[src/rtl/mul_unit_pipe.sv]
// mul_unit_pipe: 3-stage pipelined signed multiplier with valid/ready flow
// control and a per-beat approx mode that drops the A_lo*B_lo partial product.
// Sign-magnitude core: S1 captures sign and magnitudes, S2 forms four
// half-width partial products, S3 sums them and restores the sign.
// Optional feature macro: MUL_UNIT_PIPE_STATS_EN adds the 32-bit op_count port
// (accepted-beat counter, wraps, cleared by reset).
// W must be even and >= 4.
module mul_unit_pipe #(
  parameter int W = 16
) (
  input  logic           nvdla_core_clk,
  input  logic           nvdla_core_rst,
  input  logic           in_valid,
  output logic           in_ready,
  input  logic [W-1:0]   in_a,
  input  logic [W-1:0]   in_b,
  input  logic           in_approx,
  output logic           out_valid,
  input  logic           out_ready,
  output logic [2*W-1:0] out_p
`ifdef MUL_UNIT_PIPE_STATS_EN
  ,
  output logic [31:0]    op_count
`endif
);

  localparam int H = W / 2;
  localparam logic [W-1:0]   ONE_W  = 1;
  localparam logic [2*W-1:0] ONE_2W = 1;

  // stage valid bits, index = stage number
  logic [3:1] vld_q, vld_d;
  logic [3:1] en;
  logic       accept;

  // S1 registers
  logic         sign1_q, sign1_d;
  logic [W-1:0] maga1_q, maga1_d;
  logic [W-1:0] magb1_q, magb1_d;
  logic         approx1_q;

  // S2 registers
  logic         sign2_q;
  logic [W-1:0] hh2_q, hl2_q, lh2_q, ll2_q;
  logic [W-1:0] hh2_d, hl2_d, lh2_d, ll2_d;

  // S3 register
  logic [2*W-1:0] p3_q, p3_d;
  logic [2*W:0]   sum_w;
  logic [2*W-1:0] m_w;

  // Stage enables: a stage may load when it is empty or its content moves on.
  // in_ready chains combinationally from the output so a full pipe still
  // accepts a beat in the cycle its oldest result is taken.
  always_comb begin
    en[3]    = !vld_q[3] | out_ready;
    en[2]    = !vld_q[2] | en[3];
    en[1]    = !vld_q[1] | en[2];
    in_ready = en[1];
    accept   = in_valid & en[1];
    vld_d[1] = en[1] ? accept   : vld_q[1];
    vld_d[2] = en[2] ? vld_q[1] : vld_q[2];
    vld_d[3] = en[3] ? vld_q[2] : vld_q[3];
  end

  // S1 next state: product sign and W-bit operand magnitudes (-2^(W-1) maps to 2^(W-1))
  always_comb begin
    sign1_d = in_a[W-1] ^ in_b[W-1];
    maga1_d = in_a[W-1] ? (~in_a + ONE_W) : in_a;
    magb1_d = in_b[W-1] ? (~in_b + ONE_W) : in_b;
  end

  // S2 next state: four exact half-width partial products, zero-extended to W bits
  always_comb begin
    hh2_d = {{H{1'b0}}, maga1_q[W-1:H]} * {{H{1'b0}}, magb1_q[W-1:H]};
    hl2_d = {{H{1'b0}}, maga1_q[W-1:H]} * {{H{1'b0}}, magb1_q[H-1:0]};
    lh2_d = {{H{1'b0}}, maga1_q[H-1:0]} * {{H{1'b0}}, magb1_q[W-1:H]};
    ll2_d = approx1_q ? '0
                      : {{H{1'b0}}, maga1_q[H-1:0]} * {{H{1'b0}}, magb1_q[H-1:0]};
  end

  // S3 next state: align and sum partials in 2W+1 bits, then apply the sign
  always_comb begin
    sum_w = {1'b0, hh2_q, {W{1'b0}}}
          + {{(W-H){1'b0}}, ({1'b0, hl2_q} + {1'b0, lh2_q}), {H{1'b0}}}
          + {{(W+1){1'b0}}, ll2_q};
    m_w   = sum_w[2*W-1:0];
    p3_d  = sign2_q ? (~m_w + ONE_2W) : m_w;
  end

  // Control state and output register; out_p only loads with a real beat so
  // it holds during stalls and stays deterministic across bubbles.
  always_ff @(posedge nvdla_core_clk) begin
    if (nvdla_core_rst) begin
      vld_q <= '0;
      p3_q  <= '0;
    end else begin
      vld_q <= vld_d;
      if (en[3] && vld_q[2]) p3_q <= p3_d;
    end
  end

  // Datapath registers: no reset needed, qualified by the valid bits
  always_ff @(posedge nvdla_core_clk) begin
    if (accept) begin
      sign1_q   <= sign1_d;
      maga1_q   <= maga1_d;
      magb1_q   <= magb1_d;
      approx1_q <= in_approx;
    end
    if (en[2] && vld_q[1]) begin
      sign2_q <= sign1_q;
      hh2_q   <= hh2_d;
      hl2_q   <= hl2_d;
      lh2_q   <= lh2_d;
      ll2_q   <= ll2_d;
    end
  end

  assign out_valid = vld_q[3];
  assign out_p     = p3_q;

`ifdef MUL_UNIT_PIPE_STATS_EN
  logic [31:0] op_count_q;

  // Accepted-beat counter, wraps naturally at 2^32
  always_ff @(posedge nvdla_core_clk) begin
    if (nvdla_core_rst) op_count_q <= '0;
    else if (accept)    op_count_q <= op_count_q + 32'd1;
  end

  assign op_count = op_count_q;
`endif

endmodule

[config.mk]
export PLATFORM = sky130hd
export DESIGN_NAME = mul_unit_pipe
export DESIGN_NICKNAME = d
export VERILOG_FILES = /design/src/rtl/mul_unit_pipe.sv
export SDC_FILE = /design/constraint.sdc
export NUM_CORES = 1
export LEC_CHECK = 0
export CORE_ASPECT_RATIO = 1.5
export CORE_MARGIN = 5
export CORE_UTILIZATION = 60
export CTS_CLUSTER_SIZE = 8
export DETAILED_ROUTE_END_ITERATION = 16
export PLACE_DENSITY = 0.79
export SLEW_MARGIN = 5
export SYNTH_ARGS = -nofsm -noshare
export SYNTH_HDL_FRONTEND = slang
export SYNTH_SLANG_ARGS = --single-unit
[constraint.sdc]
create_clock -name nvdla_core_clk -period 13 [get_ports nvdla_core_clk]
set_input_delay 2.6 -clock nvdla_core_clk [delete_from_list [all_inputs] [get_ports nvdla_core_clk]]
set_output_delay 2.6 -clock nvdla_core_clk [all_outputs]
set_load 0.02 [all_outputs]
==> metrics.yaml <==
clock_network:
  cts.path.max_buffers: 2
  cts_hold_buf: 0
  clk_latency_ns: 0.43
  htreeDepth: 4
  post_cts_buffers: 0
  cts_resized: 0
  numCtsBuffers: 17
  cts_tree: "built"
  clkSlewWorstSetupHoldPaths_ns: 0.06
  clkSinkCount: 134
  cts-root-buf: "clkbuf_16"
sta:
  rsz0062_at_grt: "false"
  max_slew_margin: 0.287
  setup_slack_ns: 6.04
  timing.final.crit_share: 0.535
  finalHoldViolCount: 0
  fin_skew_ns: 0.00818
  tns_ns: 0
  worstMarginPinSlew_ns: 1.07
  fmax_mhz: 144
  setup_viol_count_final: 0
  fin_crit_ns: 6.96
  finalMaxSlewViolations: 0
floorplanning:
  die-area_um2: 29500
  fp-row-count: 72
  die_x_um: 142
  die_h_um: 208
  initial_core_util: 0.609
  core-area_um2: 25800
  io_pins: 71
setup_path:
  startpoint_type: "input port"
  path_cells: "clkdlybuf4s50_1 -> nor2b_1 -> nand3_1 -> clkdlybuf4s50_1"
  crit_type: "input port to primary output"
  required_ns: 10.40
  worst-path-max-fanout: 7
  crit_slowest_cell: "nor2b_1"
  cp_slowest_stage_delay_ns: 0.59
  endpoint_kind: "primary output"
  crit_path_frequent_cell: "clkdlybuf4s50_1"
  arrival_ns: 4.36
yosys:
  yosysSeqAreaShare: 0.234
  async_flop_share: 0
  syn_area_per_cell_um2: 9.32
  yosys.area.top_type: "edfxtp_1"
  ys_ff_latch: 134
  synth_top_family_by_area: "adder cells"
  synthAdderAreaFrac: 0.332
  synth_xor_area_frac: 0.0620
  synthMuxAreaShare: 0.00327
  synth_cells: 1683
  yosys.area_share.simple: 0.186
  synth_ff_type: "edfxtp_1"
  synth_compound_area_frac: 0.114
  synth_edf_count: 99
  synth.distinct_cells: 80
  synth.net_count: 2049
  synth_area_um2: 15700
  synth_area_leaders: "edfxtp_1 19%, fa_1 19%, ha_1 15%, and2_1 6.3%, inv_1 5.3%"
  synth_top_area_frac: 0.190
  ys_warn_count: 0
global_route:
  grt_pass1_wl_mm: 54.2
  use_met1: 0.257
  grt_overflow: 0
  grt_antenna_before_repair: 0
  grt.busiest_layer: "met2"
  met2_usage: 0.408
  grtUsageMet3: 0.0296
  gr-usage-all-layers: 0.222
  grt_max_degree: 66
  grt_pass1_vias: 12000
place:
  numPortBuffers: 70
  place_area_um2: 16700
  hpwl_mm: 24.9
  dpl_worst_slack_ns: 6.02
  routabilityCongestion: 0.860
flow_run:
  timing.max_cap.violations: 0
drt:
  routed_wl_mm: 31.9
  viasPerCell: 5.65
  drt_iter0_drc: 575
  drcViolationCount: 0
  firstDrtPassIters: 6
  wl_per_cell_um: 15.4
  postRouteAntennaNets: 0
  via_count: 11700
status:
  outcome: "completed"
cells_and_area:
  finalCoreUtilization: 0.670
  n_antenna_cell: 0
  final_area_um2: 17300
  final_cell_mix: "223 x inv_1, 183 x ha_1, 167 x nand2_1"
  layout.nets: 2088
  drive_above_1_share: 0.0427
  area_growth_pct: 10.0
  layout_commonest_cell: "inv_1"
worst_hold_path:
  hold_path.class: "flip-flop to flip-flop"
power:
  switchingPower_mw: 2.32
  vdd.ir_drop.worst_mv: 0.211
  powerDensity_nw_per_um2: 277
  p_comb_frac: 0.739
  internal_power_mw: 2.46
  pwr-share-clk: 0.103
  sw_frac_of_total: 0.485
  seqPwrFrac: 0.158
  p_leak_nw: 7.65
[power by group through the flow]
stage / Sequential [mW] / Clock, mW / Combinational (mW)
after floorplan: 0.724 / 0 / 2.86
after global placement: 0.761 / 0 / 3.38
after detailed placement: 0.765 / 0 / 3.49
after CTS: 0.757 / 0.498 / 3.53
after global routing: 0.770 / 0.516 / 3.99
final: 0.757 / 0.491 / 3.53
[Yosys cell counts (3+ instances only)]
cell	instances
inv_1	223
ha_1	183
nand2_1	167
and2_1	158
fa_1	146
nor2_1	101
edfxtp_1	99
xnor2_1	77
o21ai_0	61
clkbuf_1	51
a21oi_1	46
dfxtp_1	35
xor2_1	34
nor3_1	28
a211oi_1	25
nor2b_1	22
nand3_1	19
or3_1	19
o31ai_1	18
a21boi_0	15
o21a_1	15
a21o_1	13
nand2b_1	13
o2111ai_1	8
o41ai_1	7
or2_2	7
a31oi_1	6
and3_1	5
o31a_1	5
mux2i_1	4
a211o_1	3
buf_2	3
nor4_1	3
o211ai_1	3
or4_1	3
or4_4	3
[registers in the layout (all words and copies together), names as in the netlist]
register / cells
magb1_q: 16
maga1_q: 16
out_p: 32
vld_q: 3
lh2_q: 16
approx1_q: 1
hh2_q: 16
sign1_q: 1
sign2_q: 1
ll2_q: 16
hl2_q: 16
[metrics by stage]
step	hold slack, ns	total power [mW]	instances
floorplan	0.400	3.58	1683
global placement	0.437	4.14	2036
detailed placement	0.448	4.25	2036
CTS	0.454	4.79	2068
global route	0.480	5.28	2068
finish	0.449	4.78	2068
[logic make-up (layout without fill, tap and decap cells)]
kind of cell	after synthesis	in the layout
and+or+nand+nor	567	567
adders and majority gates	329	329
buffers and inverters	280	332
AOI/OAI and AO/OA	257	257
DFF	134	134
xor gates and xnor gates	111	111
muxes	5	5
[final cells by class]
type                       instances  area (um2)
clock buffer                      21         493
clock inverter                    11         111
fill                            2118        8510
inverter                         223         837
multi-input combinational       1269       11000
sequential                       134        3670
tap                              333         417
timing repair buffer              77         753
[metal layers]
layer / up-vias / wire length (um)
li1: 5689 / -
met2: 264 / 17200
met1: 5669 / 12600
met3: 61 / 1100
met5: - / 0
met4: 0 / 1060
[final timing paths]
kind / from / to / slack (ns) / depth (start not counted)
min: out_p[19]$_SDFFE_PP0P_ / out_p[19]$_SDFFE_PP0P_ / 0.45 / 2
max: out_ready / in_ready / 6.04 / 4
min reg2reg: out_p[19]$_SDFFE_PP0P_ / out_p[19]$_SDFFE_PP0P_ / 0.45 / 2
max reg2reg: lh2_q[0]$_DFFE_PP_ / out_p[31]$_SDFFE_PP0P_ / 7.51 / 22
[critical path: cells and delay by family]
kind / cells / cell delay (ns)
buf+inv: 2 / 0.97
simple gates: 2 / 0.77
Note: power is estimated with default switching activity, not from simulation.
